`src/rtl/wave_pkg.sv`:
```
// Shared definitions for the waveform lookup blocks: the reader FSM state
// encoding and the default datapath widths.
package wave_pkg;

    localparam int WAVE_PHASE_WIDTH = 24;
    localparam int WAVE_ADDR_WIDTH  = 8;
    localparam int WAVE_DATA_WIDTH  = 16;

    typedef enum logic [1:0] {
        IDLE  = 2'd0,
        FETCH = 2'd1,
        WAIT  = 2'd2,
        HOLD  = 2'd3
    } wave_state_e;

endpackage

```
`src/rtl/phase_accumulator.sv`:
```
// N-bit phase accumulator with synchronous clear; exposes the table address
// slice of the post-increment phase so a fetch can start on the tick edge.
module phase_accumulator
    import wave_pkg::*;
#(
    parameter int PHASE_WIDTH = WAVE_PHASE_WIDTH,
    parameter int ADDR_WIDTH  = WAVE_ADDR_WIDTH
) (
    input  logic                   clk,
    input  logic                   rst_n,
    input  logic                   clr_i,
    input  logic                   adv_i,
    input  logic [PHASE_WIDTH-1:0] tune_word_i,
    output logic [ADDR_WIDTH-1:0]  addr_next_o
);

    logic [PHASE_WIDTH-1:0] phase_q;
    logic [PHASE_WIDTH-1:0] phase_d;
    logic [PHASE_WIDTH-1:0] phase_sum_s;

    // Next phase: clear wins over advance; the carry out of the MSB is dropped.
    always_comb begin
        phase_sum_s = phase_q + tune_word_i;
        if (clr_i) begin
            phase_d = {PHASE_WIDTH{1'b0}};
        end else if (adv_i) begin
            phase_d = phase_sum_s;
        end else begin
            phase_d = phase_q;
        end
    end

    assign addr_next_o = phase_sum_s[PHASE_WIDTH-1 -: ADDR_WIDTH];

    // Phase register.
    always_ff @(posedge clk or negedge rst_n) begin
        if (!rst_n) begin
            phase_q <= {PHASE_WIDTH{1'b0}};
        end else begin
            phase_q <= phase_d;
        end
    end

endmodule

```
`src/rtl/wave_phase_reader.sv`:
```
// Phase-driven table reader: advances phase on each accepted tick, fetches the
// table entry over its one-cycle read latency and offers it on valid/ready.
module wave_phase_reader
    import wave_pkg::*;
#(
    parameter int PHASE_WIDTH = WAVE_PHASE_WIDTH,
    parameter int ADDR_WIDTH  = WAVE_ADDR_WIDTH,
    parameter int DATA_WIDTH  = WAVE_DATA_WIDTH
) (
    input  logic                   clk,
    input  logic                   rst_n,
    input  logic                   en,
    input  logic                   sample_tick,
    input  logic [PHASE_WIDTH-1:0] tune_word,
    input  logic                   phase_reset,
    output logic [ADDR_WIDTH-1:0]  addr_r,
    input  logic [DATA_WIDTH-1:0]  din,
    output logic [DATA_WIDTH-1:0]  sample,
    output logic                   sample_valid,
    input  logic                   sample_ready,
    output logic                   overrun
);

    wave_state_e             state_q;
    wave_state_e             state_d;
    logic [ADDR_WIDTH-1:0]   addr_q;
    logic [ADDR_WIDTH-1:0]   addr_d;
    logic [DATA_WIDTH-1:0]   sample_q;
    logic [DATA_WIDTH-1:0]   sample_d;
    logic                    valid_q;
    logic                    valid_d;
    logic                    overrun_q;
    logic                    overrun_d;
    logic                    tick_acc_s;
    logic [ADDR_WIDTH-1:0]   addr_next_s;

    assign tick_acc_s = sample_tick & en & ~phase_reset;

    phase_accumulator #(
        .PHASE_WIDTH (PHASE_WIDTH),
        .ADDR_WIDTH  (ADDR_WIDTH)
    ) u_phase_acc (
        .clk         (clk),
        .rst_n       (rst_n),
        .clr_i       (phase_reset),
        .adv_i       (tick_acc_s),
        .tune_word_i (tune_word),
        .addr_next_o (addr_next_s)
    );

    // Next-state and output logic; phase_reset overrides every state.
    always_comb begin
        state_d   = state_q;
        addr_d    = addr_q;
        sample_d  = sample_q;
        valid_d   = valid_q;
        overrun_d = overrun_q;
        if (phase_reset) begin
            state_d   = IDLE;
            addr_d    = {ADDR_WIDTH{1'b0}};
            valid_d   = 1'b0;
            overrun_d = 1'b0;
        end else begin
            case (state_q)
                IDLE: begin
                    if (tick_acc_s) begin
                        addr_d  = addr_next_s;
                        state_d = FETCH;
                    end else begin
                        state_d = IDLE;
                    end
                end
                FETCH: begin
                    state_d = WAIT;
                    if (tick_acc_s) begin
                        overrun_d = 1'b1;
                    end else begin
                        overrun_d = overrun_q;
                    end
                end
                WAIT: begin
                    sample_d = din;
                    valid_d  = 1'b1;
                    state_d  = HOLD;
                    if (tick_acc_s) begin
                        overrun_d = 1'b1;
                    end else begin
                        overrun_d = overrun_q;
                    end
                end
                HOLD: begin
                    // A tick landing on the handshake edge chains straight into the next fetch.
                    if (valid_q && sample_ready) begin
                        valid_d = 1'b0;
                        if (tick_acc_s) begin
                            addr_d  = addr_next_s;
                            state_d = FETCH;
                        end else begin
                            state_d = IDLE;
                        end
                    end else if (tick_acc_s) begin
                        overrun_d = 1'b1;
                    end else begin
                        state_d = HOLD;
                    end
                end
                default: begin
                    state_d = IDLE;
                    valid_d = 1'b0;
                end
            endcase
        end
    end

    // State, address, capture and flag registers.
    always_ff @(posedge clk or negedge rst_n) begin
        if (!rst_n) begin
            state_q   <= IDLE;
            addr_q    <= {ADDR_WIDTH{1'b0}};
            sample_q  <= {DATA_WIDTH{1'b0}};
            valid_q   <= 1'b0;
            overrun_q <= 1'b0;
        end else begin
            state_q   <= state_d;
            addr_q    <= addr_d;
            sample_q  <= sample_d;
            valid_q   <= valid_d;
            overrun_q <= overrun_d;
        end
    end

    assign addr_r       = addr_q;
    assign sample       = sample_q;
    assign sample_valid = valid_q;
    assign overrun      = overrun_q;

endmodule

```
`config.mk`:
```
export PLATFORM = sky130hd
export DESIGN_NAME = wave_phase_reader
export DESIGN_NICKNAME = d
export VERILOG_FILES = /design/src/rtl/wave_pkg.sv /design/src/rtl/phase_accumulator.sv /design/src/rtl/wave_phase_reader.sv
export SDC_FILE = /design/constraint.sdc
export NUM_CORES = 1
export LEC_CHECK = 0
export CAP_MARGIN = 0
export CORE_UTILIZATION = 30
export CTS_BUF_LIST = sky130_fd_sc_hd__clkbuf_8
export CTS_CLUSTER_DIAMETER = 30
export CTS_CLUSTER_SIZE = 8
export DETAILED_ROUTE_END_ITERATION = 16
export GPL_TIMING_DRIVEN = 0
export PLACE_DENSITY = 0.54
export SLEW_MARGIN = 20
export SYNTH_ARGS = -nofsm -noshare
export SYNTH_HDL_FRONTEND = slang
export SYNTH_HIERARCHICAL = 1
export SYNTH_SLANG_ARGS = --single-unit
```
`constraint.sdc`:
```
create_clock -name clk -period 2.6 [get_ports clk]
set_input_delay 0.39 -clock clk [delete_from_list [all_inputs] [get_ports clk]]
set_output_delay 0.39 -clock clk [all_outputs]
set_load 0.05 [all_outputs]
```
==> impl_metrics.py <==
metrics = {
    "global_route": {
        "antenna_found_initial": 0,
        "grt_pass1_wl_mm": 16.1,
        "grt_pass1_vias": 3391,
        "grt_max_degree": 53,
        "track_usage_pct": 15.7,
        "grt_overflow": 0,
    },
    "outcome": {
        "failed_checks": "setup timing",
        "status": "complete, but fails checks",
    },
    "worst_setup_path": {
        "cp-end-kind": "flop",
        "worst-endpoint-required_ns": 2.82,
        "r2r-end": "addr_r[6]",
        "path_delay_family": "compound AO/OA/AOI/OAI gates",
        "crit_path_start_kind": "input port",
        "crit_fanout": 4,
        "cp_cell_sequence": "clkdlybuf4s50_1 > ha_4 > nor2b_4 > o31ai_4 > a21boi_2 > o2111a_2 > buf_4 > o21ai_4 > nand2_2 > xor2_1 > and4b_1 > a22oi_1 > nand3_1",
        "crit_buf_inv": 2,
        "r2r_cells": 14,
        "critPathSlowestCell": "clkdlybuf4s50_1",
        "slowest_delay_ns": 0.51,
        "cp_data_arrival_time_ns": 2.94,
        "r2r_slack_ns": -0.10,
        "critPathKind": "in -> reg",
        "timing.rr.start": "u_phase_acc/phase_q[0]",
    },
    "sta": {
        "worst_pin_slew_ns": 0.688,
        "rsz0062_at_grt": "true",
        "slew_violations": 0,
        "layout_min_cycle_time_ns": 2.72,
        "finClkSkew_ns": 0.0127,
        "setup_ws_ns": -0.122,
        "finalHoldViolCount": 0,
        "setup_viol": 3,
        "fin_tns_setup_ns": -0.209,
        "slew-limit-headroom_pct": 54.1,
        "fmax_mhz": 367,
        "fin_crit_sh_pct": 105,
    },
    "clock_network": {
        "clk_pin_slew_ns": 0.11,
        "cts_tree": "done",
        "cts_htree_levels": 2,
        "clk-insertion-delay-late_ns": 0.33,
        "root_buffer": "clkbuf_8",
        "cts-buffers-inserted": 5,
        "clkSinkCount": 52,
        "cts_hold_buf": 0,
        "clockBufferDepth": 2,
    },
    "die": {
        "start_util_pct": 31.2,
        "ioPinCount": 72,
        "die_w_um": 114,
        "dieArea_sq_um": 13100,
        "die_y_um": 114,
        "core_sq_um": 12200,
        "rows": 40,
    },
    "finish": {
        "final_cell_mix": "clkdlybuf4s50_1 (67), dfrtp_1 (52), nand2_1 (32)",
        "antennaDiodeCount": 0,
        "nets": 575,
        "ff_latch_area_sq_um": 1300,
        "multi_input_area_sq_um": 2570,
        "area_delta_synth_final_pct": 38.8,
        "drive_above_1_share_pct": 23.3,
        "final_core_util_pct": 43.2,
        "mostFrequentLayoutCell": "clkdlybuf4s50_1",
        "num-fill-cells": 1162,
    },
    "yosys": {
        "yosys_warnings": 6,
        "synthDistinctLibCells": 58,
        "synth_top_area_cell": "dfrtp_1",
        "synth-edff-count": 0,
        "postSynthCellCount": 403,
        "syn_area_per_cell_sq_um": 9.40,
        "ys_seq_area_share_pct": 34.3,
        "synth.area.top_cells": "dfrtp_1 (34%), ha_1 (8.6%), mux2_4 (4.0%), xnor2_1 (3.5%), nand3_1 (3.3%)",
        "synth_fp_nets": 476,
        "synth_ff_type": "dfrtp_1",
        "yosysTopAreaCellShare_pct": 34.3,
        "synth-seq-cells": 52,
        "ys_async_sr_fraction_pct": 100,
        "netlist_area_sq_um": 3790,
    },
    "routing": {
        "drt-total-wl_mm": 9.98,
        "antenna_left": 0,
        "vias_per_cell": 4.98,
        "firstDrtPassIters": 4,
        "drt-initial-drc-count": 128,
        "wl_per_cell_um": 14.9,
        "vias": 3344,
        "drc": 0,
    },
    "run": {
        "maxCapViolCount": 0,
    },
    "pwr": {
        "leakage_nw": 2.31,
        "ir_drop_uv": 400,
        "p_per_area_nw_per_um2": 500,
    },
    "placement": {
        "io_buffers": 71,
        "place_hpwl_mm": 7.10,
        "gp_congestion": 0.839,
    },
    "hold_path": {
        "worst_hold_path_type": "in -> async",
    },
}
==> cell families (layout without fill, tap and decap cells) <==
group,count (synthesis),in the layout,synth area share (%)
buf+inv,40,140,5.32
xor+xnor,20,20,4.62
fa+ha+maj,27,27,9.11
mux,25,25,8.12
simple gates,141,141,19.8
flops,52,52,34.3
compound gates,98,98,18.7
==> worst reg2reg max path, stage by stage, from the launching register on <==
cell	delay, ns
dfrtp_1	0.40
ha_2	0.19
inv_2	0.05
fa_2	0.22
nor2b_4	0.06
o31ai_4	0.28
a21boi_2	0.11
o2111a_2	0.30
buf_4	0.15
o21ai_4	0.16
nand2_2	0.07
xor2_1	0.14
and4b_1	0.21
a22oi_1	0.14
nand3_1	0.10
==> how the worst max path moves through the flow <==
stage	startpoint	end	slack, ns	cells after the start
floorplan	tune_word[0]	addr_r[2]	0.05	13
global placement	tune_word[0]	addr_r[4]	-0.83	13
detailed placement	tune_word[0]	addr_r[4]	-0.86	13
CTS	u_phase_acc/phase_q[0]	addr_r[2]	-0.12	13
global route	u_phase_acc/phase_q[0]	addr_r[6]	-0.23	14
finish	tune_word[2]	addr_r[6]	-0.12	13
==> report_power, final <==
part	internal, mW	leakage, nW	total (mW)	switching, mW
sequential	0.918	0.697	0.983	0.0648
combinational	0.477	1.57	1.13	0.652
clock	0.197	0.0423	0.519	0.322
total	1.59	2.31	2.63	1.04
==> sequential cells by signal, indices dropped and copies added, names as in the netlist <==
signal               count
state_q                  2
sample_valid             1
sample                  16
u_phase_acc/phase_q     24
overrun                  1
addr_r                   8
==> metrics by stage <==
stage / total power [mW] / setup WS [ns] / hold WS (ns) / area, sq um / instances
floorplan: 1.69 / 0.0451 / 0.0944 / 3790 / 403
global placement: 2.05 / -0.825 / 0.488 / 4710 / 642
detailed placement: 2.06 / -0.861 / 0.487 / 4710 / 642
CTS: 2.62 / -0.120 / 0.122 / 4970 / 661
global route: 2.78 / -0.232 / 0.138 / 5260 / 671
finish: 2.63 / -0.122 / 0.0893 / 5260 / 671
==> what timing repair did <==
| item | in CTS | in global routing |
|---|---|---|
| endpoints found under the hold margin | 0 | 0 |
| resized for setup | 26 | 35 |
| buffers inserted | 11 | 13 |
| gates cloned | 0 | 0 |
| pin swaps | 14 | 24 |
| setup endpoints to repair | 24 | 10 |
==> layer usage <==
metal | share of wire, % | vias to the layer above | track usage [%]
met3 | 3.4 | 11 | 2.96
met1 | 47 | 1601 | 19.9
met2 | 47 | 63 | 26.3
li1 | - | 1669 | -
met5 | 0 | - | 0
met4 | 1.9 | 0 | 5.89
==> synth_stat cells, drive strengths merged (3+ instances only) <==
| master | n |
|---|---|
| buf | 15 |
| o21a | 6 |
| nor2 | 27 |
| a22o | 5 |
| or3 | 3 |
| a22oi | 10 |
| a211oi | 7 |
| dfrtp | 52 |
| nor2b | 16 |
| nand2b | 4 |
| mux2 | 16 |
| clkbuf | 7 |
| a21oi | 19 |
| xor2 | 5 |
| nand2 | 33 |
| a31o | 3 |
| nand4 | 6 |
| a211o | 3 |
| o211ai | 8 |
| mux2i | 9 |
| inv | 18 |
| and3 | 4 |
| ha | 26 |
| a21o | 9 |
| and4b | 8 |
| o21ai | 8 |
| nand3 | 25 |
| nor3 | 9 |
| a21boi | 3 |
| xnor2 | 15 |
==> final cells by class <==
type                            instances  area share [%]
Multi-Input combinational cell        311            48.8
Clock inverter                          3           0.500
Buffer                                 19            2.43
Clock buffer                            5            1.31
Tap cell                              168            4.00
Timing Repair Buffer                   95            16.9
Inverter                               18            1.28
Sequential cell                        52            24.7
No activity file was read; power rests on OpenSTA's default activity.
